`src/rtl/mips_bus_lsu_if.sv`:
```
// Signal bundle between the load/store unit, the core request side and the Avalon-style memory bus.
// Core side: a request transfers on a rising edge with req_valid && req_ready; resp_valid is a one-cycle pulse.
// Bus side: a read/write strobe transfers on a rising edge with waitrequest low, and is held stable until then.
interface mips_bus_lsu_if;
    logic        req_valid;
    logic        req_ready;
    logic        req_write;
    logic [1:0]  req_size;
    logic        req_signed;
    logic [31:0] req_addr;
    logic [31:0] req_wdata;
    logic        resp_valid;
    logic [31:0] resp_rdata;
    logic        resp_err;
    logic [31:0] address;
    logic        read;
    logic        write;
    logic        waitrequest;
    logic [3:0]  byteenable;
    logic [31:0] writedata;
    logic [31:0] readdata;

    modport master (
        input  req_valid, req_write, req_size, req_signed, req_addr, req_wdata,
        output req_ready, resp_valid, resp_rdata, resp_err,
        output address, read, write, byteenable, writedata,
        input  waitrequest, readdata
    );

    modport slave (
        output req_valid, req_write, req_size, req_signed, req_addr, req_wdata,
        input  req_ready, resp_valid, resp_rdata, resp_err,
        input  address, read, write, byteenable, writedata,
        output waitrequest, readdata
    );
endinterface

```
`src/rtl/mips_bus_lsu.sv`:
```
// Single-outstanding load/store initiator: turns byte/half/word core requests into word-aligned
// bus transactions with lane enables, and returns extracted, sign/zero-extended load data.
module mips_bus_lsu #(
    parameter int READ_LATENCY = 1
) (
    input  logic           clk,
    input  logic           reset,
    mips_bus_lsu_if.master bus,
    output logic [2:0]     dbg_state
);

    typedef enum logic [2:0] {
        IDLE     = 3'd0,
        RD_REQ   = 3'd1,
        RD_DATA  = 3'd2,
        WR_REQ   = 3'd3,
        RESP_ERR = 3'd4
    } state_t;

    state_t      state_q, state_d;
    logic [2:0]  cnt_q, cnt_d;
    logic [31:0] addr_q, addr_d;
    logic [31:0] wdata_q, wdata_d;
    logic [31:0] rdata_q, rdata_d;
    logic [3:0]  be_q, be_d;
    logic        read_q, read_d;
    logic        write_q, write_d;
    logic        valid_q, valid_d;
    logic        err_q, err_d;
    logic [1:0]  off_q, off_d;
    logic [1:0]  size_q, size_d;
    logic        sgn_q, sgn_d;

    logic        accept;
    logic        illegal;
    logic [3:0]  req_be;
    logic [31:0] req_wd;
    logic [7:0]  rd_byte;
    logic [15:0] rd_half;
    logic [31:0] rd_ext;

    assign bus.req_ready  = (state_q == IDLE) && !reset;
    assign accept         = bus.req_valid && bus.req_ready;
    assign bus.address    = addr_q;
    assign bus.byteenable = be_q;
    assign bus.writedata  = wdata_q;
    assign bus.read       = read_q;
    assign bus.write      = write_q;
    assign bus.resp_valid = valid_q;
    assign bus.resp_rdata = rdata_q;
    assign bus.resp_err   = err_q;
    assign dbg_state      = state_q;

    // Lane enables and lane-replicated store data for the incoming request.
    always_comb begin
        req_be  = 4'b0000;
        req_wd  = bus.req_wdata;
        illegal = 1'b1;
        case (bus.req_size)
            2'd0: begin
                req_be  = 4'b0001 << bus.req_addr[1:0];
                req_wd  = {4{bus.req_wdata[7:0]}};
                illegal = 1'b0;
            end
            2'd1: begin
                req_be  = bus.req_addr[1] ? 4'b1100 : 4'b0011;
                req_wd  = {2{bus.req_wdata[15:0]}};
                illegal = bus.req_addr[0];
            end
            2'd2: begin
                req_be  = 4'b1111;
                req_wd  = bus.req_wdata;
                illegal = (bus.req_addr[1:0] != 2'b00);
            end
            default: begin
                req_be  = 4'b0000;
                req_wd  = bus.req_wdata;
                illegal = 1'b1;
            end
        endcase
    end

    // Load extraction uses the lane offset and size captured at acceptance.
    always_comb begin
        rd_byte = bus.readdata[{off_q, 3'b000} +: 8];
        rd_half = off_q[1] ? bus.readdata[31:16] : bus.readdata[15:0];
        case (size_q)
            2'd0:    rd_ext = {{24{sgn_q & rd_byte[7]}}, rd_byte};
            2'd1:    rd_ext = {{16{sgn_q & rd_half[15]}}, rd_half};
            default: rd_ext = bus.readdata;
        endcase
    end

    always_comb begin
        state_d = state_q;
        cnt_d   = cnt_q;
        addr_d  = addr_q;
        wdata_d = wdata_q;
        be_d    = be_q;
        read_d  = read_q;
        write_d = write_q;
        off_d   = off_q;
        size_d  = size_q;
        sgn_d   = sgn_q;
        valid_d = 1'b0;
        err_d   = 1'b0;
        rdata_d = 32'h0;
        case (state_q)
            IDLE: begin
                if (accept) begin
                    addr_d  = {bus.req_addr[31:2], 2'b00};
                    be_d    = req_be;
                    wdata_d = req_wd;
                    off_d   = bus.req_addr[1:0];
                    size_d  = bus.req_size;
                    sgn_d   = bus.req_signed;
                    if (illegal) begin
                        state_d = RESP_ERR;
                        valid_d = 1'b1;
                        err_d   = 1'b1;
                    end else if (bus.req_write) begin
                        state_d = WR_REQ;
                        write_d = 1'b1;
                    end else begin
                        state_d = RD_REQ;
                        read_d  = 1'b1;
                    end
                end
            end
            RD_REQ: begin
                if (!bus.waitrequest) begin
                    state_d = RD_DATA;
                    read_d  = 1'b0;
                    cnt_d   = 3'(READ_LATENCY);
                end
            end
            RD_DATA: begin
                // readdata is valid on the edge where the latency count has run down to 1.
                if (cnt_q <= 3'd1) begin
                    state_d = IDLE;
                    cnt_d   = 3'd0;
                    valid_d = 1'b1;
                    rdata_d = rd_ext;
                end else begin
                    cnt_d = cnt_q - 3'd1;
                end
            end
            WR_REQ: begin
                if (!bus.waitrequest) begin
                    state_d = IDLE;
                    write_d = 1'b0;
                    valid_d = 1'b1;
                end
            end
            RESP_ERR: begin
                state_d = IDLE;
            end
            default: begin
                state_d = IDLE;
                read_d  = 1'b0;
                write_d = 1'b0;
            end
        endcase
    end

    always_ff @(posedge clk or posedge reset) begin
        if (reset) begin
            state_q <= IDLE;
            cnt_q   <= 3'd0;
            addr_q  <= 32'h0;
            wdata_q <= 32'h0;
            rdata_q <= 32'h0;
            be_q    <= 4'b0000;
            read_q  <= 1'b0;
            write_q <= 1'b0;
            valid_q <= 1'b0;
            err_q   <= 1'b0;
            off_q   <= 2'b00;
            size_q  <= 2'b00;
            sgn_q   <= 1'b0;
        end else begin
            state_q <= state_d;
            cnt_q   <= cnt_d;
            addr_q  <= addr_d;
            wdata_q <= wdata_d;
            rdata_q <= rdata_d;
            be_q    <= be_d;
            read_q  <= read_d;
            write_q <= write_d;
            valid_q <= valid_d;
            err_q   <= err_d;
            off_q   <= off_d;
            size_q  <= size_d;
            sgn_q   <= sgn_d;
        end
    end

endmodule
```
`src/flat_wrapper.sv`:
```
// flat-port wrapper written by rule: the top's interface ports become plain ports
module mips_bus_lsu_flat 
#(
    parameter int READ_LATENCY = 1
)
  (clk, reset, dbg_state, bus_req_valid, bus_req_write, bus_req_size, bus_req_signed, bus_req_addr, bus_req_wdata, bus_req_ready, bus_resp_valid, bus_resp_rdata, bus_resp_err, bus_address, bus_read, bus_write, bus_byteenable, bus_writedata, bus_waitrequest, bus_readdata);
  mips_bus_lsu_if bus_i ();
  input  logic clk;
  input  logic reset;
  output logic [2:0] dbg_state;
  input wire logic [$bits(bus_i.req_valid)-1:0] bus_req_valid;
  input wire logic [$bits(bus_i.req_write)-1:0] bus_req_write;
  input wire logic [$bits(bus_i.req_size)-1:0] bus_req_size;
  input wire logic [$bits(bus_i.req_signed)-1:0] bus_req_signed;
  input wire logic [$bits(bus_i.req_addr)-1:0] bus_req_addr;
  input wire logic [$bits(bus_i.req_wdata)-1:0] bus_req_wdata;
  output wire logic [$bits(bus_i.req_ready)-1:0] bus_req_ready;
  output wire logic [$bits(bus_i.resp_valid)-1:0] bus_resp_valid;
  output wire logic [$bits(bus_i.resp_rdata)-1:0] bus_resp_rdata;
  output wire logic [$bits(bus_i.resp_err)-1:0] bus_resp_err;
  output wire logic [$bits(bus_i.address)-1:0] bus_address;
  output wire logic [$bits(bus_i.read)-1:0] bus_read;
  output wire logic [$bits(bus_i.write)-1:0] bus_write;
  output wire logic [$bits(bus_i.byteenable)-1:0] bus_byteenable;
  output wire logic [$bits(bus_i.writedata)-1:0] bus_writedata;
  input wire logic [$bits(bus_i.waitrequest)-1:0] bus_waitrequest;
  input wire logic [$bits(bus_i.readdata)-1:0] bus_readdata;
  assign bus_i.req_valid = bus_req_valid;
  assign bus_i.req_write = bus_req_write;
  assign bus_i.req_size = bus_req_size;
  assign bus_i.req_signed = bus_req_signed;
  assign bus_i.req_addr = bus_req_addr;
  assign bus_i.req_wdata = bus_req_wdata;
  assign bus_req_ready = bus_i.req_ready;
  assign bus_resp_valid = bus_i.resp_valid;
  assign bus_resp_rdata = bus_i.resp_rdata;
  assign bus_resp_err = bus_i.resp_err;
  assign bus_address = bus_i.address;
  assign bus_read = bus_i.read;
  assign bus_write = bus_i.write;
  assign bus_byteenable = bus_i.byteenable;
  assign bus_writedata = bus_i.writedata;
  assign bus_i.waitrequest = bus_waitrequest;
  assign bus_i.readdata = bus_readdata;
  mips_bus_lsu #(.READ_LATENCY(READ_LATENCY)) u_core (.clk(clk), .reset(reset), .bus(bus_i), .dbg_state(dbg_state));
endmodule
```
`config.mk`:
```
export PLATFORM = sky130hd
export DESIGN_NAME = mips_bus_lsu_flat
export DESIGN_NICKNAME = d
export VERILOG_FILES = /design/src/rtl/mips_bus_lsu_if.sv /design/src/rtl/mips_bus_lsu.sv /design/src/flat_wrapper.sv
export SDC_FILE = /design/constraint.sdc
export NUM_CORES = 1
export LEC_CHECK = 0
export BUFFER_PORTS_ARGS = -buffer_cell sky130_fd_sc_hd__buf_4
export CAP_MARGIN = 20
export CELL_PAD_IN_SITES_DETAIL_PLACEMENT = 2
export CELL_PAD_IN_SITES_GLOBAL_PLACEMENT = 2
export CORE_UTILIZATION = 33
export CTS_CLUSTER_SIZE = 8
export DETAILED_ROUTE_END_ITERATION = 10
export GPL_TIMING_DRIVEN = 0
export MAX_ROUTING_LAYER = met4
export PLACE_DENSITY_LB_ADDON = 0.3
export SYNTH_ARGS = -nofsm -noshare
export SYNTH_HDL_FRONTEND = slang
export SYNTH_SLANG_ARGS = --single-unit
```
`constraint.sdc`:
```
create_clock -name clk -period 6.19 [get_ports clk]
set_input_delay 0 -clock clk [delete_from_list [all_inputs] [get_ports clk]]
set_output_delay 0 -clock clk [all_outputs]
set_load 0.1 [all_outputs]
```
; Word-level counts from Yosys, hierarchy flattened
; Index checks and enable logic that the tools add are counted.
[word_totals]
output_inout_bits = 108
reg_bits = 113
elab_cells = 83
in_bits = 104
[classes]
bitwise = 4
n_reduce_logical = 15
n_mux = 33
shifts = 2
eq_ne = 14
add_sub_neg = 1
magnitude_cmp = 1
[ops]
columns = cell, n
row1 = one-hot mux 32 bit (2 select lines), 2
row2 = two-way mux 32 bit, 2
row3 = indexed part select 32 x 6 -> 8 bit, 1
row4 = two-way mux 3 bit, 7
row5 = two-way mux 16 bit, 1
row6 = two-way mux 1 bit, 12
row7 = one-hot mux 1 bit (3 select lines), 4
row8 = one-hot mux 3 bit (4 select lines), 1
row9 = one-hot mux 4 bit (3 select lines), 1
row10 = != test 2 bit (second input constant), 5
row11 = AND reduction 5 bit, 2
row12 = == test 3 x 2 -> 1 bit (second input constant), 2
row13 = one-hot mux 3 bit (2 select lines), 1
row14 = OR reduction 3 bit, 2
row15 = == test 2 x 1 -> 1 bit (second input constant), 2
row16 = zero test 2 bit, 2
row17 = two-way mux 4 bit, 1
row18 = != test 2 x 1 -> 1 bit (second input constant), 2
row19 = AND reduction 2 bit, 2
row20 = AND reduction 4 bit, 1
row21 = nonzero test 2 bit, 2
row22 = << shifter 1 x 2 -> 4 bit (first input constant), 1
row23 = == test 3 x 1 -> 1 bit (second input constant), 1
row24 = == test 3 bit (second input constant), 1
row25 = other kinds (9), 12

; Logic depth before layout (Yosys ltp)
; Gate-level depths: netlist of the first run.
[logic_depth]
ltp_word = 5
ltp_mapped = 7
mapped_depth_nobuf = 5

; Worst setup path before layout of the first run
; OpenSTA, ideal clock, no wires.
[synth_timing]
path_kind = reg2reg
from = register u_core.state_q[1] (netlist: u_core.dbg_state[1])
to = register u_core.be_q[0] (netlist: u_core.bus.byteenable[0])
stages_incl_launch_ff = 8
t_required_ps = 6095
path_buffers = 3
synth_period_minus_slack_ps = 2533
setup_time_ps = 95
arrival_ps = 2437
path_slack_ps = 3657
path_cell_list = dfrtp_1 buf_6 or4_4 buf_6 clkinv_2 nand2_4 buf_6 o31ai_1
[synth_via]
elab_chain_len = 4
[synth_lines]
columns = item, line_no
row1 = start: declaration, mips_bus_lsu.sv:20  ; state_t state_q, state_d;
row2 = start signal: assignment, mips_bus_lsu.sv:182  ; state_q <= state_d;
row3 = zero test 3 bit, mips_bus_lsu.sv:42  ; assign bus.req_ready = (state_q == IDLE) && !reset;
row4 = logical AND 1 bit, mips_bus_lsu.sv:42
row5 = net bus_req_ready, flat_wrapper.sv:17  ; output wire logic [$bits(bus_i.req_ready)-1:0] bus_req_ready;
row6 = logical AND 1 bit, mips_bus_lsu.sv:43  ; assign accept = bus.req_valid && bus.req_ready;
row7 = AND reduction 2 bit (no line), --
row8 = end signal: assignment, mips_bus_lsu.sv:173  ; be_q <= 4'b0000;
row9 = end signal: assignment, mips_bus_lsu.sv:187  ; be_q <= be_d;
row10 = end: declaration, mips_bus_lsu.sv:25  ; logic [3:0] be_q, be_d;
; The timed path passes the listed nets, and every way through them passes these cells.
; A chain may end at the register's enable or synchronous reset.

; Worst setup path in the final report of the first run
[layout_timing]
from = register u_core.sgn_q
to = register u_core.rdata_q[21] (netlist: u_core.bus.resp_rdata[21])
[layout_via]
elab_chain_len = 4
word_cells_on_any_way = 5
cone_classes = 3 x mux / 2 x bitwise
[layout_lines]
columns = item, line_no
row1 = start: declaration, mips_bus_lsu.sv:32  ; logic sgn_q, sgn_d;
row2 = start signal: assignment, mips_bus_lsu.sv:194  ; sgn_q <= sgn_d;
row3 = AND 1 bit (on tied branches), "mips_bus_lsu.sv:89, mips_bus_lsu.sv:88"
row4 = one-hot mux 32 bit (2 select lines) (*), mips_bus_lsu.sv:87  ; case (size_q)
row5 = two-way mux 32 bit (*), mips_bus_lsu.sv:139  ; if (cnt_q <= 3'd1) begin
row6 = two-way mux 32 bit (*), mips_bus_lsu.sv:108  ; case (state_q)
row7 = net u_core.rdata_d[21], mips_bus_lsu.sv:24  ; logic [31:0] rdata_q, rdata_d;
row8 = end signal: assignment, mips_bus_lsu.sv:186  ; rdata_q <= rdata_d;
row9 = end: declaration, mips_bus_lsu.sv:24
; The timed path passes the listed nets; every way through them passes the cells marked *.

==> results_dict.tcl, run 1 <==
set metrics [dict create \
    synth_cell_types 50 \
    synth_edf_count 0 \
    avgRoutedWirePerCell_um 27.1 \
    htreeDepth 4 \
    avgSynthCellArea_um2 12.4 \
    yosys.area.top_type "dfrtp_1" \
    grt_overflow 0 \
    chipHeight_um 132 \
    firstDrtPassIters 4 \
    die_w_um 132 \
    synth_area_leaders "dfrtp_1 (51%), mux2_4 (11%), mux2i_1 (7.2%)" \
    ys_seq_area_share_pct 51.0 \
    hp-class "in -> reg" \
    dr.first_iter.drc_count 280 \
    yosys_most_used_dff "dfrtp_1" \
    fmaxAchievable_mhz 413 \
    min_period_ps 2420 \
    rsz0062_at_grt "no" \
    synth_warnings 0 \
    rr_endpoint "u_core.bus.resp_rdata[21]" \
    r2r_setup_slack_ps 3770 \
    fill_cells 1602 \
    num_rows 47 \
    crit_type "reg -> reg" \
    clock-sinks 113 \
    drive_gt1_share_pct 41.7 \
    clk_latency_ps 430 \
    startpoint_type "flip-flop" \
    grt_max_degree 81 \
    antenna_found_initial 2 \
    cts_setup_buffers 0 \
    min_path_cells 3 \
    cts-buffers-inserted 17 \
    wl_um 27300 \
    nets 879 \
    place.gp.congestion 0.846 \
    required_ps 6450 \
    synth_top_area_share_pct 51.0 \
    via_count 5283 \
    cp_max_fo 10 \
    io_pins 212 \
    netlist_area_um2 5540 \
    synth-async-reset-ratio_pct 100 \
    vias_per_cell 5.24 \
    area_growth_pct 63.0 \
    synth-seq-cells 113 \
    status "finished clean" \
    tightest_slew_ps 1080 \
    hold_end "u_core.bus.resp_rdata[21]" \
    timing.rr.start "u_core.sgn_q" \
    syn_inst 446 \
    clock_skew_ps 18.1 \
    die_area_um2 17300 \
    drc 0 \
    cap_violations 0 \
    cp.arrival_ps 2680 \
    rr_worst_depth 5 \
    fin_crit_sh_pct 39.1 \
    cp-end-kind "flip-flop" \
    grt_pass1_wl_um 41400 \
    hp-start "bus_readdata[21]" \
    grt_use_total_pct 33.4 \
    hold_violations 0 \
    cts_root_buf "clkbuf_16" \
    io_buffers 207 \
    tns_ps 0 \
    drtAntennaViolNets 0 \
    dp_hpwl_um 14400 \
    setup_viol 0 \
    clk_pin_slew_worst_paths_ps 60 \
    drv_slew 0 \
    start_util_pct 33.6 \
    core_um2 16500 \
    grt_pass1_vias 6321 \
    slew_headroom_pct 28.0 \
    cts_tree "yes" \
    cts_buffer_depth 2 \
]
-- synthesized netlist by cell type (all sizes together) (2+ instances only) --
master  number
mux2i       40
nor2         3
clkbuf      23
nand3b       9
a211o        2
a21oi       14
a221oi       9
a22oi        7
inv         21
nand3        4
dfrtp      113
mux2        67
ha           2
nand2       19
nor3b        3
o32ai        2
a211oi      16
o21ai       49
nand2b       2
buf         15
o31ai        4
-- cell usage in the layout, fill, tap and decap left out, types with 2 or more instances in the layout --
cell           synthesis  layout
buf_4                  2     209
dfrtp_1              113     113
dlygate4sd3_1          0      99
o21ai_0               49      49
mux2_4                40      40
mux2i_1               40      40
clkbuf_1              23      27
mux2_2                27      27
inv_1                 21      20
nand2_1               18      18
clkbuf_16              0      17
a211oi_1              16      16
a21oi_1               14      14
a221oi_1               9       9
nand3b_1               8       8
a22oi_1                7       7
buf_2                  6       6
clkinv_2               1       5
bufinv_16              0       5
buf_12                 4       4
nand3_1                4       4
o31ai_1                4       4
buf_6                  3       3
nor3b_1                3       3
diode_2                0       2
a211o_1                2       2
nand2b_1               2       2
nor2_1                 2       2
o32ai_1                2       2
ha_1                   2       2
conb_1                 1       2
-- what timing repair did --
action,in CTS,in global routing
endpoints found under the hold margin,174,0
hold buffers,99,0
resized for setup,0,0
setup endpoints to repair,0,0
-- critical path, cell delays in order, from the launching register on --
cell and delay, ps:
dfrtp_1 360, clkbuf_1 240, and3b_1 260, a221oi_1 850, buf_2 400, a211oi_1 150
-- area by class of cell --
cell class                      count  area [um^2]  share of cell area, %
Sequential cell                   113         2830                   31.3
Timing Repair Buffer              307         2570                   28.5
Multi-Input combinational cell    274         2390                   26.4
Clock buffer                       21          440                   4.88
Tap cell                          220          275                   3.05
Buffer                             38          245                   2.72
Clock inverter                     11          186                   2.06
Inverter                           22         88.8                  0.984
Antenna cell                        2         5.00                 0.0554
-- stage by stage --
stage	hold WS (ps)	worst slack [ps]	instance area [um^2]	cells	utilization, %
floorplan	110	3200	5540	447	-
global placement	223	1740	7370	874	44.8
detailed placement	18.5	3920	7410	875	45.0
CTS	5.48	3890	9020	1006	54.8
global route	44.6	3650	9030	1008	54.8
finish	45.6	3770	9030	1008	54.8
-- sequential cells by signal, indices dropped and copies added (netlist names) --
signal	cells
u_core.off_q	2
u_core.bus.resp_rdata	32
u_core.cnt_q	3
u_core.sgn_q	1
u_core.bus.resp_valid	1
u_core.bus.address	30
u_core.bus.write	1
u_core.size_q	2
u_core.bus.resp_err	1
u_core.bus.byteenable	4
u_core.bus.read	1
u_core.dbg_state	3
u_core.bus.writedata	32
-- worst max-delay path by stage --
stage | startpoint | endpoint | cells after the start
5_1_grt | u_core.sgn_q | u_core.bus.resp_rdata[20] | 5
2_1_floorplan | reset | u_core.bus.address[10] | 1
6_report | u_core.sgn_q | u_core.bus.resp_rdata[21] | 5
3_3_place_gp | reset | u_core.bus.address[12] | 2
4_1_cts | u_core.sgn_q | u_core.bus.resp_rdata[11] | 5
3_5_place_dp | u_core.off_q[0] | u_core.bus.resp_rdata[11] | 4
-- per-layer routing --
metal	track usage (%)	vias up	wire length, um
met5	-	-	0
met4	15.1	0	973
met3	7.18	64	1280
met2	59.4	228	14800
met1	35.4	2722	10200
li1	-	2269	-
-- cell families (layout without fill, tap and decap cells) --
family | after synthesis | in the layout | share of synthesized area, %
AO/OA/AOI/OAI | 112 | 112 | 12.8
AND/OR/NAND/NOR | 50 | 50 | 5.76
buffers and inverters | 60 | 399 | 5.94
adder cells (fa/ha/maj) | 2 | 2 | 0.452
multiplexers | 108 | 108 | 24.0
flip-flops | 113 | 113 | 51.0
other | 1 | 4 | 0.0677
Power of run 1 is not shown: default switching activity piles up to over one toggle a cycle in this logic, so the estimate is an artifact.
==> run 2, diff against run 1 <==
--- a/config.mk
+++ b/config.mk
@@ -9,7 +9,7 @@
 export CAP_MARGIN = 20
 export CELL_PAD_IN_SITES_DETAIL_PLACEMENT = 2
 export CELL_PAD_IN_SITES_GLOBAL_PLACEMENT = 2
-export CORE_UTILIZATION = 33
+export CORE_UTILIZATION = 28
 export CTS_CLUSTER_SIZE = 8
 export DETAILED_ROUTE_END_ITERATION = 10
 export GPL_TIMING_DRIVEN = 0
==> constraint.sdc (replaced) <==
create_clock -name clk -period 2.2 [get_ports clk]
set_input_delay 0 -clock clk [delete_from_list [all_inputs] [get_ports clk]]
set_output_delay 0 -clock clk [all_outputs]
set_load 0.1 [all_outputs]
==> run 2 against run 1 <==
  * First-iteration DRC count decreased by 55%
  * Cell area is 0.93% higher
  * Sequential share of layout area is 0.25 points lower
  * Non-clock buffer count increased by 2
  * Fmax is 13% higher
  * Register-to-register slack got worse by 3700 ps
  * Global-route usage shrank 9.3 points
  * Critical path depth stayed put
  * Utilization is 7.9 points lower
  * Hold slack improved by 34 ps
  * Setup slack lost 3700 ps
  * Die area increased by 18%
  * Highest routed layer unchanged
==> results_dict.tcl, run 2 (synthesized netlist as in run 1, its figures left out) <==
set metrics [dict create \
    design_area_um2 9110 \
    wl_met3_um 818 \
    top_layer "met4" \
    cp-end-kind "flip-flop" \
    drv_slew 0 \
    layout_commonest_cell "buf_4" \
    io_buffers 207 \
    cap_violations 0 \
    dp_hpwl_um 14400 \
    start_util_pct 28.6 \
    grt_pass1_wl_um 35000 \
    nets 881 \
    vias_per_cell 4.81 \
    slew_headroom_pct 23.7 \
    via_count 5073 \
    status "finished clean" \
    antenna_found_initial 2 \
    cts_setup_buffers 0 \
    cp_max_fo 10 \
    chipHeight_um 143 \
    fin_crit_sh_pct 97.0 \
    tightest_slew_ps 1140 \
    area_growth_pct 64.5 \
    clock-sinks 113 \
    grt_pass1_vias 5921 \
    tns_ps 0 \
    grt_use_total_pct 24.1 \
    core_um2 19400 \
    finish.utilization_pct 47.0 \
    clock_skew_ps 9.38 \
    hold_violations 0 \
    crit_type "reg -> reg" \
    drc 0 \
    cts_root_buf "clkbuf_16" \
    rr_worst_depth 5 \
    grt_max_degree 36 \
    min_path_cells 3 \
    min_period_ps 2130 \
    hp-class "in -> reg" \
    num_rows 51 \
    die_w_um 143 \
    cts_buffer_depth 2 \
    holdWs_ps 79.4 \
    rsz0062_at_grt "no" \
    cp.arrival_ps 2410 \
    grt_overflow 0 \
    firstDrtPassIters 4 \
    startpoint_type "flip-flop" \
    m1WireLength_um 9040 \
    cts_tree "yes" \
    drive_gt1_share_pct 43.4 \
    drtAntennaViolNets 0 \
    wl_um 23200 \
    place.gp.congestion 0.758 \
    final_cell_mix "buf_4 (209), dfrtp_1 (110), dlygate4sd3_1 (99)" \
    dr.first_iter.drc_count 126 \
    die_area_um2 20400 \
    wl_met2_um 12600 \
    clk_pin_slew_worst_paths_ps 60 \
    io_pins 212 \
    placed_area_um2 7500 \
    htreeDepth 4 \
    required_ps 2480 \
    avgRoutedWirePerCell_um 22.0 \
    setup_viol 0 \
    clk_latency_ps 410 \
    fmaxAchievable_mhz 468 \
    cts-buffers-inserted 17 \
]
## run 2: cell types whose count changed in the layout (fill, tap and decap cells not counted), moves of 3 or more
cell        delta
bufinv_16      -3
clkinvlp_4     +6
dfrtp_1        -3
dfrtp_2        +3
clkinv_2       -3
clkbuf_8       +3
clkbuf_1       -8
buf_12         +3
clkbuf_2       +3
## run 2: worst max-delay path, cell delays in order (launching register included)
cell and delay (ps):
dfrtp_2 460, or4_4 550, buf_6 160, nor2_8 300
buf_12 200, mux2_4 320
## run 2: path summary, 6_finish.rpt
check / start / to / slack (ps)
max: u_core.dbg_state[2] / u_core.bus.address[8] / 70
min: bus_readdata[17] / u_core.bus.resp_rdata[17] / 80
max reg2reg: u_core.dbg_state[2] / u_core.bus.address[8] / 70
min reg2reg: u_core.bus.address[31] / u_core.bus.address[31] / 510
max in group asynchronous: reset / u_core.bus.address[23] / 1010
min in group asynchronous: reset / u_core.bus.writedata[18] / 160
## run 2: per-stage QoR
step / setup slack (ps) / instances
after floorplan: 16.1 / 447
after global placement: -158 / 919
after detailed placement: -119 / 922
after CTS: 73.1 / 1053
after global routing: 5.04 / 1055
final: 65.5 / 1055
## run 2: final cells by class
| type | instances | area, um^2 |
|---|---|---|
| Antenna cell | 2 | 5.00 |
| Timing Repair Buffer | 309 | 2610 |
| Multi-Input combinational cell | 274 | 2400 |
| Inverter | 22 | 91.3 |
| Clock buffer | 20 | 467 |
| Sequential cell | 113 | 2830 |
| Buffer | 38 | 249 |
| Tap cell | 265 | 332 |
| Clock inverter | 12 | 133 |
| Fill cell | 2008 | 10300 |
## run 2: metal layers
metal	track usage, %	vias to the layer above
met1	26.3	2585
met4	11.1	0
met5	-	-
met2	43.2	164
met3	3.69	50
li1	-	2274
## run 2: timing repair
item,in CTS,in global routing
resized for setup,1,8
setup endpoints to repair,20,5
hold buffers,99,0
hold endpoints to repair,150,0
Power of run 2 is left out for the same reason.
